### config.mk
export PLATFORM = sky130hd
export DESIGN_NAME = offchip_mem_responder
export DESIGN_NICKNAME = d
export VERILOG_FILES = /design/src/rtl/offchip_mem_responder_pkg.sv /design/src/rtl/offchip_line_buf.sv /design/src/rtl/offchip_mem_responder.sv
export SDC_FILE = /design/constraint.sdc
export NUM_CORES = 1
export LEC_CHECK = 0
export BUFFER_PORTS_ARGS = -buffer_cell sky130_fd_sc_hd__buf_2
export CAP_MARGIN = 20
export CORE_MARGIN = 2
export CORE_UTILIZATION = 25
export CTS_CLUSTER_SIZE = 25
export DETAILED_ROUTE_END_ITERATION = 16
export GPL_ROUTABILITY_DRIVEN = 0
export SYNTH_ARGS = -nofsm -noshare
export SYNTH_HDL_FRONTEND = slang
export SYNTH_SLANG_ARGS = --single-unit
### constraint.sdc
create_clock -name clk -period 1.95 [get_ports clk]
set_input_delay 0.4875 -clock clk [delete_from_list [all_inputs] [get_ports clk]]
set_output_delay 0.4875 -clock clk [all_outputs]
set_load 0.005 [all_outputs]
### src/rtl/offchip_mem_responder_pkg.sv
// Shared definitions for the off-chip line responder: FSM states, word size
// and beat-count derivation from the line size.
package offchip_mem_responder_pkg;

  localparam int unsigned OFM_WORD_W             = 32;
  localparam int unsigned OFM_WORD_BYTES         = OFM_WORD_W / 8;
  localparam int unsigned OFM_DEFAULT_LINE_BYTES = 32;

  typedef enum logic [2:0] {
    OFM_IDLE,
    OFM_RD,
    OFM_WR,
    OFM_DONE,
    OFM_RELEASE
  } ofm_state_t;

  function automatic int unsigned ofm_beats(input int unsigned line_bytes);
    return line_bytes / OFM_WORD_BYTES;
  endfunction

endpackage

### src/rtl/offchip_line_buf.sv
// Line storage for the responder: a write line loaded in parallel and read
// one word at a time, plus a read line captured one word at a time.
module offchip_line_buf
  import offchip_mem_responder_pkg::*;
#(
  parameter int unsigned LINE_BYTES = OFM_DEFAULT_LINE_BYTES,
  parameter int unsigned BEATS      = LINE_BYTES / OFM_WORD_BYTES,
  parameter int unsigned IDX_W      = $clog2(BEATS)
) (
  input  logic                    clk,
  input  logic                    rst,
  input  logic                    load,
  input  logic [LINE_BYTES*8-1:0] load_line,
  input  logic [IDX_W-1:0]        rd_idx,
  output logic [OFM_WORD_W-1:0]   rd_word,
  input  logic                    cap_en,
  input  logic [IDX_W-1:0]        cap_idx,
  input  logic [OFM_WORD_W-1:0]   cap_word,
  output logic [LINE_BYTES*8-1:0] cap_line
);

  logic [BEATS-1:0][OFM_WORD_W-1:0] wline;
  logic [BEATS-1:0][OFM_WORD_W-1:0] rline;

  always_ff @(posedge clk or negedge rst) begin
    if (!rst) begin
      wline <= '0;
    end else if (load) begin
      wline <= load_line;
    end
  end

  // Read capture is kept separate so a write never disturbs the last read line.
  always_ff @(posedge clk or negedge rst) begin
    if (!rst) begin
      rline <= '0;
    end else if (cap_en) begin
      rline[cap_idx] <= cap_word;
    end
  end

  assign rd_word  = wline[rd_idx];
  assign cap_line = rline;

endmodule

### src/rtl/offchip_mem_responder.sv
// Responder for the cache-line off-chip channel: splits one line read or
// write into 32-bit SRAM beats and signals completion with a one-cycle pulse.
module offchip_mem_responder
  import offchip_mem_responder_pkg::*;
#(
  parameter int unsigned LINE_BYTES = OFM_DEFAULT_LINE_BYTES,
  parameter int unsigned ADDR_W     = 32
) (
  input  logic                    clk,
  input  logic                    rst,
  input  logic [ADDR_W-1:0]       offchip_mem_addr,
  input  logic                    offchip_mem_read_en,
  input  logic                    offchip_mem_write_en,
  input  logic [LINE_BYTES*8-1:0] offchip_mem_wdata,
  output logic [LINE_BYTES*8-1:0] offchip_mem_data,
  output logic                    offchip_mem_ready,
  output logic                    offchip_mem_read_busy,
  output logic                    offchip_mem_write_busy,
  output logic                    sram_req,
  output logic                    sram_we,
  output logic [ADDR_W-1:0]       sram_addr,
  output logic [OFM_WORD_W-1:0]   sram_wdata,
  input  logic                    sram_ack,
  input  logic [OFM_WORD_W-1:0]   sram_rdata
);

  localparam int unsigned      BEATS       = ofm_beats(LINE_BYTES);
  localparam int unsigned      CNT_W       = $clog2(BEATS);
  localparam logic [CNT_W-1:0] LAST_BEAT   = CNT_W'(BEATS - 1);
  localparam logic [ADDR_W-1:0] OFFSET_MASK = ADDR_W'(LINE_BYTES - 1);
  localparam logic [ADDR_W-1:0] WORD_STEP   = ADDR_W'(OFM_WORD_BYTES);

  ofm_state_t        state;
  logic [CNT_W-1:0]  cnt;
  logic [ADDR_W-1:0] line_base;
  logic              accept_wr;
  logic              cap_en;

  assign line_base = offchip_mem_addr & ~OFFSET_MASK;
  assign accept_wr = (state == OFM_IDLE) && offchip_mem_write_en;
  assign cap_en    = (state == OFM_RD) && sram_ack;

  offchip_line_buf #(
    .LINE_BYTES (LINE_BYTES),
    .BEATS      (BEATS),
    .IDX_W      (CNT_W)
  ) u_line_buf (
    .clk       (clk),
    .rst       (rst),
    .load      (accept_wr),
    .load_line (offchip_mem_wdata),
    .rd_idx    (cnt),
    .rd_word   (sram_wdata),
    .cap_en    (cap_en),
    .cap_idx   (cnt),
    .cap_word  (sram_rdata),
    .cap_line  (offchip_mem_data)
  );

  // sram_addr is stepped by one word per ack instead of recomputing base+4*cnt;
  // the two track each other exactly and wrap identically at the top of memory.
  always_ff @(posedge clk or negedge rst) begin
    if (!rst) begin
      state                  <= OFM_IDLE;
      cnt                    <= '0;
      sram_req               <= 1'b0;
      sram_we                <= 1'b0;
      sram_addr              <= '0;
      offchip_mem_ready      <= 1'b0;
      offchip_mem_read_busy  <= 1'b0;
      offchip_mem_write_busy <= 1'b0;
    end else begin
      offchip_mem_ready <= 1'b0;
      unique case (state)
        OFM_IDLE: begin
          if (offchip_mem_write_en) begin
            state                  <= OFM_WR;
            cnt                    <= '0;
            sram_addr              <= line_base;
            sram_req               <= 1'b1;
            sram_we                <= 1'b1;
            offchip_mem_write_busy <= 1'b1;
          end else if (offchip_mem_read_en) begin
            state                 <= OFM_RD;
            cnt                   <= '0;
            sram_addr             <= line_base;
            sram_req              <= 1'b1;
            sram_we               <= 1'b0;
            offchip_mem_read_busy <= 1'b1;
          end
        end
        OFM_RD, OFM_WR: begin
          if (sram_ack) begin
            if (cnt == LAST_BEAT) begin
              state                  <= OFM_DONE;
              sram_req               <= 1'b0;
              sram_we                <= 1'b0;
              offchip_mem_read_busy  <= 1'b0;
              offchip_mem_write_busy <= 1'b0;
              offchip_mem_ready      <= 1'b1;
            end else begin
              cnt       <= cnt + 1'b1;
              sram_addr <= sram_addr + WORD_STEP;
            end
          end
        end
        OFM_DONE: begin
          state <= OFM_RELEASE;
        end
        OFM_RELEASE: begin
          if (!offchip_mem_read_en && !offchip_mem_write_en) begin
            state <= OFM_IDLE;
          end
        end
        default: begin
          state <= OFM_IDLE;
        end
      endcase
    end
  end

endmodule

* Yosys cells after proc, flatten, opt, wreduce, memory -nomap -nowiden
Cells that the tools add are included.
** Word-level totals
- Bits in registers :: 555
- Input bits :: 325
- Word-level logic and storage cells :: 91
** Cells by class
- Add/sub/neg operators :: 2
- Magnitude comparators :: 2
- Equal/unequal tests :: 13
- Multiplexer cells :: 36
- Reductions and logical operators :: 14
** Operator list (count)
- $bwmux W256 :: 1
- $mux W32 :: 6
- $bmux W32 S3 :: 1
- $demux W32 S3 :: 1
- $pmux W32 S2 :: 1
- $add A32 B3 Y32 const B :: 1
- $mux W3 :: 9
- $reduce_and A4 Y1 :: 4
- $ne A2 B2 Y1 const B :: 7
- $pmux W3 S4 :: 1
- $mux W1 :: 11
- $pmux W1 S2 :: 4
- $eq A3 B2 Y1 const B :: 2
- $eq A3 B3 Y1 const B :: 2
- $pmux W3 S2 :: 1
- $reduce_and A5 Y1 :: 1
- $logic_and A1 B1 Y1 :: 4
- $lt A3 B4 Y1 const B :: 1
- $add A3 B1 Y3 const B :: 1
- $eq A3 B1 Y1 const B :: 1
- $ge A3 B1 Y1 const B :: 1
- $logic_not A3 Y1 :: 1
- $ne A3 B3 Y1 const B :: 1
- $logic_not A1 Y1 :: 2
- other kinds (2) :: 2

* Depth between registers and ports, before layout
Gate-level depths: netlist of run 1.
- Depth in word-level cells :: 5
- Gate-level depth with buffers :: 9

* By module
Synthesis of run 1 repeated with hierarchy kept, for this count alone.
** Second synthesis, totals
- Cell total of the unflattened synthesis :: 1493
- Area, all modules :: 23593.9 um2
** Modules (own cells, without submodules)
- offchip_line_buf :: times used 1, cells each 1205, area each 21064.0 um2, seq. area each 12812.3 um2
- offchip_mem_responder :: times used 1, cells each 288, area each 2529.9 um2, seq. area each 1026.0 um2

* Least setup slack after synthesis of run 1
No wires, ideal clock.
- Kind :: register -> output
- Start :: register cnt[0]
- End :: output port sram_wdata[22]
- Arrival :: 1.658 ns
- Required time :: 1.462 ns
- Slack :: -0.195 ns
- Cell stages (with the launch flop) :: 7
- Buffers on the path :: 3
- Cells stage by stage :: dfrtp_1 buf_2 buf_2 buf_2 mux2_2 a22oi_1 o21ai_0
** On the way
- Longest elaborated chain between the ends :: 2
** RTL lines
- from (decl) :: RTL line offchip_mem_responder.sv:34 : logic [CNT_W-1:0] cnt;
- from (signal assigned) :: RTL line offchip_mem_responder.sv:102 : cnt <= cnt + 1'b1;
- $bmux W32 S3 :: RTL line offchip_line_buf.sv:42 : assign rd_word = wline[rd_idx];
- $mux W32 (implied by the code) :: RTL line offchip_line_buf.sv:42
- to (decl) :: RTL line offchip_mem_responder.sv:22 : output logic [OFM_WORD_W-1:0] sram_wdata,
No other way between the ends. The select of a mux whose other input is x is not followed.

* Worst setup path in the final report of run 1
- Start :: register cnt[0]
- End :: output port sram_wdata[16]
Same word-level chain as after synthesis.

==> flow_summary.yaml, run 1 <==
synth:
  seq_area_frac_synth_pct: 59.0
  synth.top_cells.by_area: "dfrtp_1, mux2_2, mux2i_1"
  yosysMostFrequentCell: "dfrtp_1"
  synth_common_cells: "dfrtp_1, mux2_2, nand2_1"
  synth_top_cell_area_share_pct: 59.0
  ys_types: 60
  yosysWarnings: 0
  yosysTopAreaCell: "dfrtp_1"
  avgSynthCellArea_um2: 14.3
  synth-edff-count: 0
  synthArstFlopShare_pct: 100
  syn-cell-area_um2: 23500
  synth-seq-cells: 553
  syn_inst: 1643
  ys.flop_type: "dfrtp_1"
critical_path:
  crit_path_max_fanout: 10
  end_kind: "primary output"
  cp_cell_sequence: "buf_12 -> mux4_2 -> mux2_4 -> buf_6"
  cpPeakStageDelay_ns: 0.60
  start_kind: "register"
  slowest_stage: "mux4_2"
  path_class: "register to primary output"
  cp_top_family: "multiplexers"
  path_buf_inv: 2
  critical_path_required_ns: 1.46
  cp.arrival_ns: 2.41
final_layout:
  fin_nets: 2846
  multi_input_area_um2: 10200
  final-seq-area_um2: 13800
  area_delta_synth_final_pct: 46.5
  nFillCells: 8926
  final_core_util_pct: 36.9
  final_cells: 3831
  layout-drive-gt1-share_pct: 65.9
pwr:
  p_comb_share_pct: 39.4
  p_int_mw: 33.9
  power-per-cell-area_nw_per_um2: 1460
  seq_power_share_pct: 36.2
  swShare_pct: 32.6
  ir_drop_v: 0.000971
  p_sw_mw: 16.4
  power_mw: 50.3
  clockPowerShare_pct: 24.4
  p_leak_nw: 16.6
timing:
  setup_viol_count_final: 542
  fin_ws_ns: -0.944
  fin_setup_tns_ns: -98.82
  hold_violations: 0
  slew-limit-headroom_pct: 62.6
  worstMarginPinSlew_ns: 0.555
  rsz0062_at_grt: "yes"
  skew_ns: 0.0292
  max_freq_mhz: 346
  fin_crit_ns: 2.89
  slew_violations: 0
  post-route-period-util_pct: 148
die:
  core_area_um2: 93200
  start_util_pct: 25.2
  num_rows: 112
  fp.dieArea_um2: 96300
  die-width_um: 310
  io_pins: 650
  die_y_um: 310
hold_path:
  hold_class: "input pin to register"
detailed_routing:
  wl_per_cell_um: 22.0
  vias_per_cell: 4.62
  firstDrtPassIters: 5
  routed_wl_um: 84500
  drtIter0Drc: 1029
  num_vias: 17695
  ant_nets: 0
  remaining_drc_errors: 0
placed_design:
  post-place-ws_ns: -0.389
  dp_cells: 3637
  hpwl_um: 59500
  io_buffers: 642
clock_tree:
  clk_path_buf_depth: 3
  ctsRootBufferMaster: "clkbuf_16"
  htree_levels: 2
  cts_num_sinks: 553
  cts_buffers: 61
  cts_tree: "built"
  insertion_delay_ns: 0.65
  clkTransAtPathRegs_ns: 0.06
global_routing:
  grt_overflow_total: 0
  grt_max_degree: 60
  grt_pass1_wl_um: 118000
  antenna_found_initial: 27
  grt_pass1_vias: 17769
  grt_usage_pct: 16.6
run:
  maxCapViolations: 0
outcome:
  violations: "setup timing"
  status: "finished, violations left"
## power groups by stage
stage	Clock (mW)	Combinational (mW)	Sequential, mW
after detailed placement	0	16.4	18.1
after floorplan	0	8.85	17.4
final	12.3	19.8	18.2
after global placement	0	16.2	18.0
after CTS	12.6	18.4	18.0
after global routing	13.1	21.2	18.6
## per-stage QoR
step	instance area [µm²]	hold WS [ns]
3_5_place_dp	29800	0.415
6_report	34400	0.0649
4_1_cts	33400	0.00687
5_1_grt	34400	0.0292
2_1_floorplan	23500	0.192
3_3_place_gp	29800	0.416
## cell usage in the layout (no fill, tap or decap), types with 7 or more instances in the layout
cell type    n
a22oi_2     12
mux2i_1     27
a22o_1       7
buf_4      152
mux4_2      10
a21oi_4      8
buf_16      15
clkbuf_8    18
buf_6       45
nand3_1     19
nand2_1     53
clkbuf_1     9
a21oi_2     11
diode_2      9
bufinv_16    7
o221ai_2     7
clkinv_2    11
buf_12      56
clkbuf_16   65
mux2_2     418
buf_8        7
a221oi_2    10
dfrtp_1    550
nor2_1      38
a2bb2oi_2    9
o21ai_1     20
o21ai_0     17
buf_2      637
mux2_4     108
a21oi_1     18
nand4_1     11
a22oi_1     24
o21ai_2     17
## flip-flops by register name (all words and copies together), names as in the netlist
name	count
sram_we	1
u_line_buf.cap_line	256
sram_req	1
sram_addr	30
offchip_mem_read_busy	1
cnt	3
state	3
offchip_mem_ready	1
offchip_mem_write_busy	1
u_line_buf.wline	256
## worst paths after layout
check | start | cells after the start | slack [ns] | endpoint
min in group asynchronous | rst | 2 | 0.34 | u_line_buf.wline[140]$_DFFE_PN0P_
max | cnt[0]$_DFFE_PN0P_ | 4 | -0.94 | sram_wdata[16]
min reg2reg | sram_we$_DFFE_PN0P_ | 1 | 0.47 | sram_we$_DFFE_PN0P_
max in group asynchronous | rst | 4 | 0.82 | u_line_buf.cap_line[96]$_DFFE_PN0P_
min | offchip_mem_wdata[4] | 2 | 0.06 | u_line_buf.wline[4]$_DFFE_PN0P_
max reg2reg | cnt[0]$_DFFE_PN0P_ | 11 | -0.43 | sram_addr[30]$_DFFE_PN0P_
## logic make-up after synthesis
kind of cell             Yosys count  synth area share [%]
multiplexers                     573                  27.8
buffers and inverters            110                  2.67
other                              1                0.0160
adder cells (fa/ha/maj)            3                 0.160
AND/OR/NAND/NOR                  181                  3.90
AO/OA/AOI/OAI                    222                  6.48
flip-flops                       553                  59.0
## repair_timing
item / 4_1_cts / 5_1_grt
hold buffers: 1 / 0
resized for setup: 226 / 159
pin swaps: 29 / 53
cloned: 13 / 4
setup endpoints to repair: 333 / 571
hold endpoints to repair: 25 / 0
buffers inserted: 32 / 29
## per-layer routing
metal	vias to the layer above	GRT usage, %	part of all wire, %
met5	-	0	0.27
met2	717	27.2	47
met3	177	5.37	8.6
li1	7850	-	-
met1	8911	20.5	41
met4	40	5.72	3.1
## area by class of cell
type / count / share of cell area, %
Antenna cell: 9 / 0.0655
Sequential cell: 553 / 40.3
Inverter: 5 / 0.0692
Multi-Input combinational cell: 981 / 29.7
Timing Repair Buffer: 916 / 19.1
Clock inverter: 24 / 0.935
Tap cell: 1254 / 4.56
Clock buffer: 89 / 5.33
Note: power is estimated with default switching activity, not from simulation.
==> run 2, diff against run 1 <==
Settings changed: CAP_MARGIN 20 to 0, CELL_PAD_IN_SITES_DETAIL_PLACEMENT set to 0, CELL_PAD_IN_SITES_GLOBAL_PLACEMENT set to 2, PLACE_DENSITY_LB_ADDON set to 0.1.
==> flow_summary.yaml, run 2 (synthesized netlist as in run 1, its figures left out) <==
outcome:
  status: "finished, violations left"
  violations: "setup timing"
pwr:
  power-per-cell-area_nw_per_um2: 1480
  p_int_mw: 34.8
  p_sw_mw: 16.8
  p_comb_share_pct: 38.8
  ir_drop_v: 0.000632
  p_leak_nw: 16.8
  clockPowerShare_pct: 26.2
  power_mw: 51.6
  swShare_pct: 32.6
  seq_power_share_pct: 34.9
clock_tree:
  cts_tree: "built"
  clkTransAtPathRegs_ns: 0.06
  clk_path_buf_depth: 3
  cts_buffers: 70
  ctsRootBufferMaster: "clkbuf_16"
  htree_levels: 3
  cts_num_sinks: 553
  insertion_delay_ns: 0.61
timing:
  hold_violations: 0
  post-route-period-util_pct: 144
  hold-worst-slack_ns: 0.102
  slew_violations: 0
  max_freq_mhz: 357
  fin_ws_ns: -0.850
  setup_viol_count_final: 186
  rsz0062_at_grt: "yes"
  skew_ns: 0.0210
  fin_crit_ns: 2.80
run:
  maxCapViolations: 0
die:
  die_y_um: 310
  num_rows: 112
  die-width_um: 310
  start_util_pct: 25.2
  io_pins: 650
  fp.dieArea_um2: 96300
  core_area_um2: 93200
final_layout:
  multi_input_area_um2: 10300
  nFillCells: 9205
  final-seq-area_um2: 13800
  fin_nets: 2857
  area_delta_synth_final_pct: 49.0
  final_core_util_pct: 37.5
  layout-drive-gt1-share_pct: 66.7
  final_cell_mix: "buf_2, dfrtp_1, mux2_2, buf_4, mux2_4"
  layout_commonest_cell: "buf_2"
  stdcell_area_um2: 35000
global_routing:
  grt_max_degree: 76
  grt_usage_pct: 18.7
  busiest_layer: "met2"
  antenna_found_initial: 57
  grt_overflow_total: 0
  grtUsageMet2_pct: 31.8
  met1_usage_pct: 22.1
  grt_pass1_wl_um: 130000
  use_met3_pct: 6.12
  grt_pass1_vias: 18403
placed_design:
  io_buffers: 642
  hpwl_um: 67900
  placed_cell_area_um2: 29700
detailed_routing:
  vias_per_cell: 4.61
  remaining_drc_errors: 0
  ant_nets: 0
  firstDrtPassIters: 5
  drtIter0Drc: 689
  wl_per_cell_um: 24.9
  num_vias: 17729
  routed_wl_um: 95600
hold_path:
  hold_class: "input pin to register"
  hold_end: "u_line_buf.wline[43]$_DFFE_PN0P_"
  hp-start: "offchip_mem_wdata[43]"
  whs_path_depth: 2
critical_path:
  r2r_start: "cnt[1]$_DFFE_PN0P_"
  end_kind: "primary output"
  start_kind: "register"
  r2r_setup_slack_ns: -0.47
  critical_path_required_ns: 1.46
  r2r-end: "sram_addr[8]$_DFFE_PN0P_"
  crit_path_max_fanout: 6
  path_class: "register to primary output"
  rr_worst_depth: 14
  cp.arrival_ns: 2.31
-- run 2: cell types whose count changed in the layout (fill, tap and decap cells not counted), moves of 7 or more --
| cell | previous run | this run |
|---|---|---|
| buf_4 | 152 | 133 |
| nand2_1 | 53 | 46 |
| mux2_4 | 108 | 126 |
| mux2_2 | 418 | 403 |
| clkbuf_16 | 65 | 87 |
-- run 2: power groups by stage --
| stage | logic [mW] | registers (mW) | clock network (mW) |
|---|---|---|---|
| 2_1_floorplan | 8.85 | 17.4 | 0 |
| 3_3_place_gp | 16.4 | 18.0 | 0 |
| 3_5_place_dp | 16.5 | 18.1 | 0 |
| 4_1_cts | 18.3 | 17.9 | 14.0 |
| 5_1_grt | 21.6 | 18.5 | 14.4 |
| 6_report | 20.0 | 18.0 | 13.5 |
-- run 2: metrics by stage --
step	TNS, ns	setup slack, ns	cells
after global placement	-35.67	-0.470	3625
after CTS	-41.10	-0.905	3784
after global routing	-57.80	-0.931	3840
after floorplan	0	0.00231	1644
final	-44.87	-0.850	3845
after detailed placement	-42.07	-0.461	3625
-- run 2: worst max path at each step --
| stage | startpoint | endpoint |
|---|---|---|
| 3_3_place_gp | cnt[0]$_DFFE_PN0P_ | sram_wdata[6] |
| 2_1_floorplan | cnt[2]$_DFFE_PN0P_ | sram_wdata[26] |
| 4_1_cts | cnt[0]$_DFFE_PN0P_ | sram_wdata[26] |
| 6_report | cnt[0]$_DFFE_PN0P_ | sram_wdata[16] |
| 3_5_place_dp | cnt[0]$_DFFE_PN0P_ | sram_wdata[6] |
| 5_1_grt | cnt[0]$_DFFE_PN0P_ | sram_wdata[11] |
-- run 2: repair_timing --
item / 4_1_cts / 5_1_grt
hold buffers: 1 / 0
endpoints found under the hold margin: 21 / 0
pin swaps: 28 / 49
resized for setup: 163 / 278
setup buffers: 28 / 40
gates cloned: 9 / 16
setup endpoints to repair: 229 / 340
-- run 2: final cells by class --
type | instances | share of cell area [%]
antenna | 12 | 0.0859
clock buffer | 99 | 5.84
clock inverter | 23 | 1.02
inverter | 5 | 0.0716
multi-input combinational | 981 | 29.5
sequential | 553 | 39.6
tap | 1254 | 4.49
timing repair buffer | 918 | 19.4
-- run 2: critical path, cell delays in order, from the launching register on --
cell and delay (ns):
dfrtp_4 0.52, buf_12 0.16, buf_12 0.13, mux4_2 0.48, mux2_4 0.28, buf_6 0.11
-- run 2: metal layers --
| layer | vias up | part of all wire [%] |
|---|---|---|
| met5 | - | 0.37 |
| met1 | 9079 | 40 |
| li1 | 7866 | - |
| met3 | 190 | 7.6 |
| met2 | 536 | 49 |
| met4 | 58 | 2.6 |
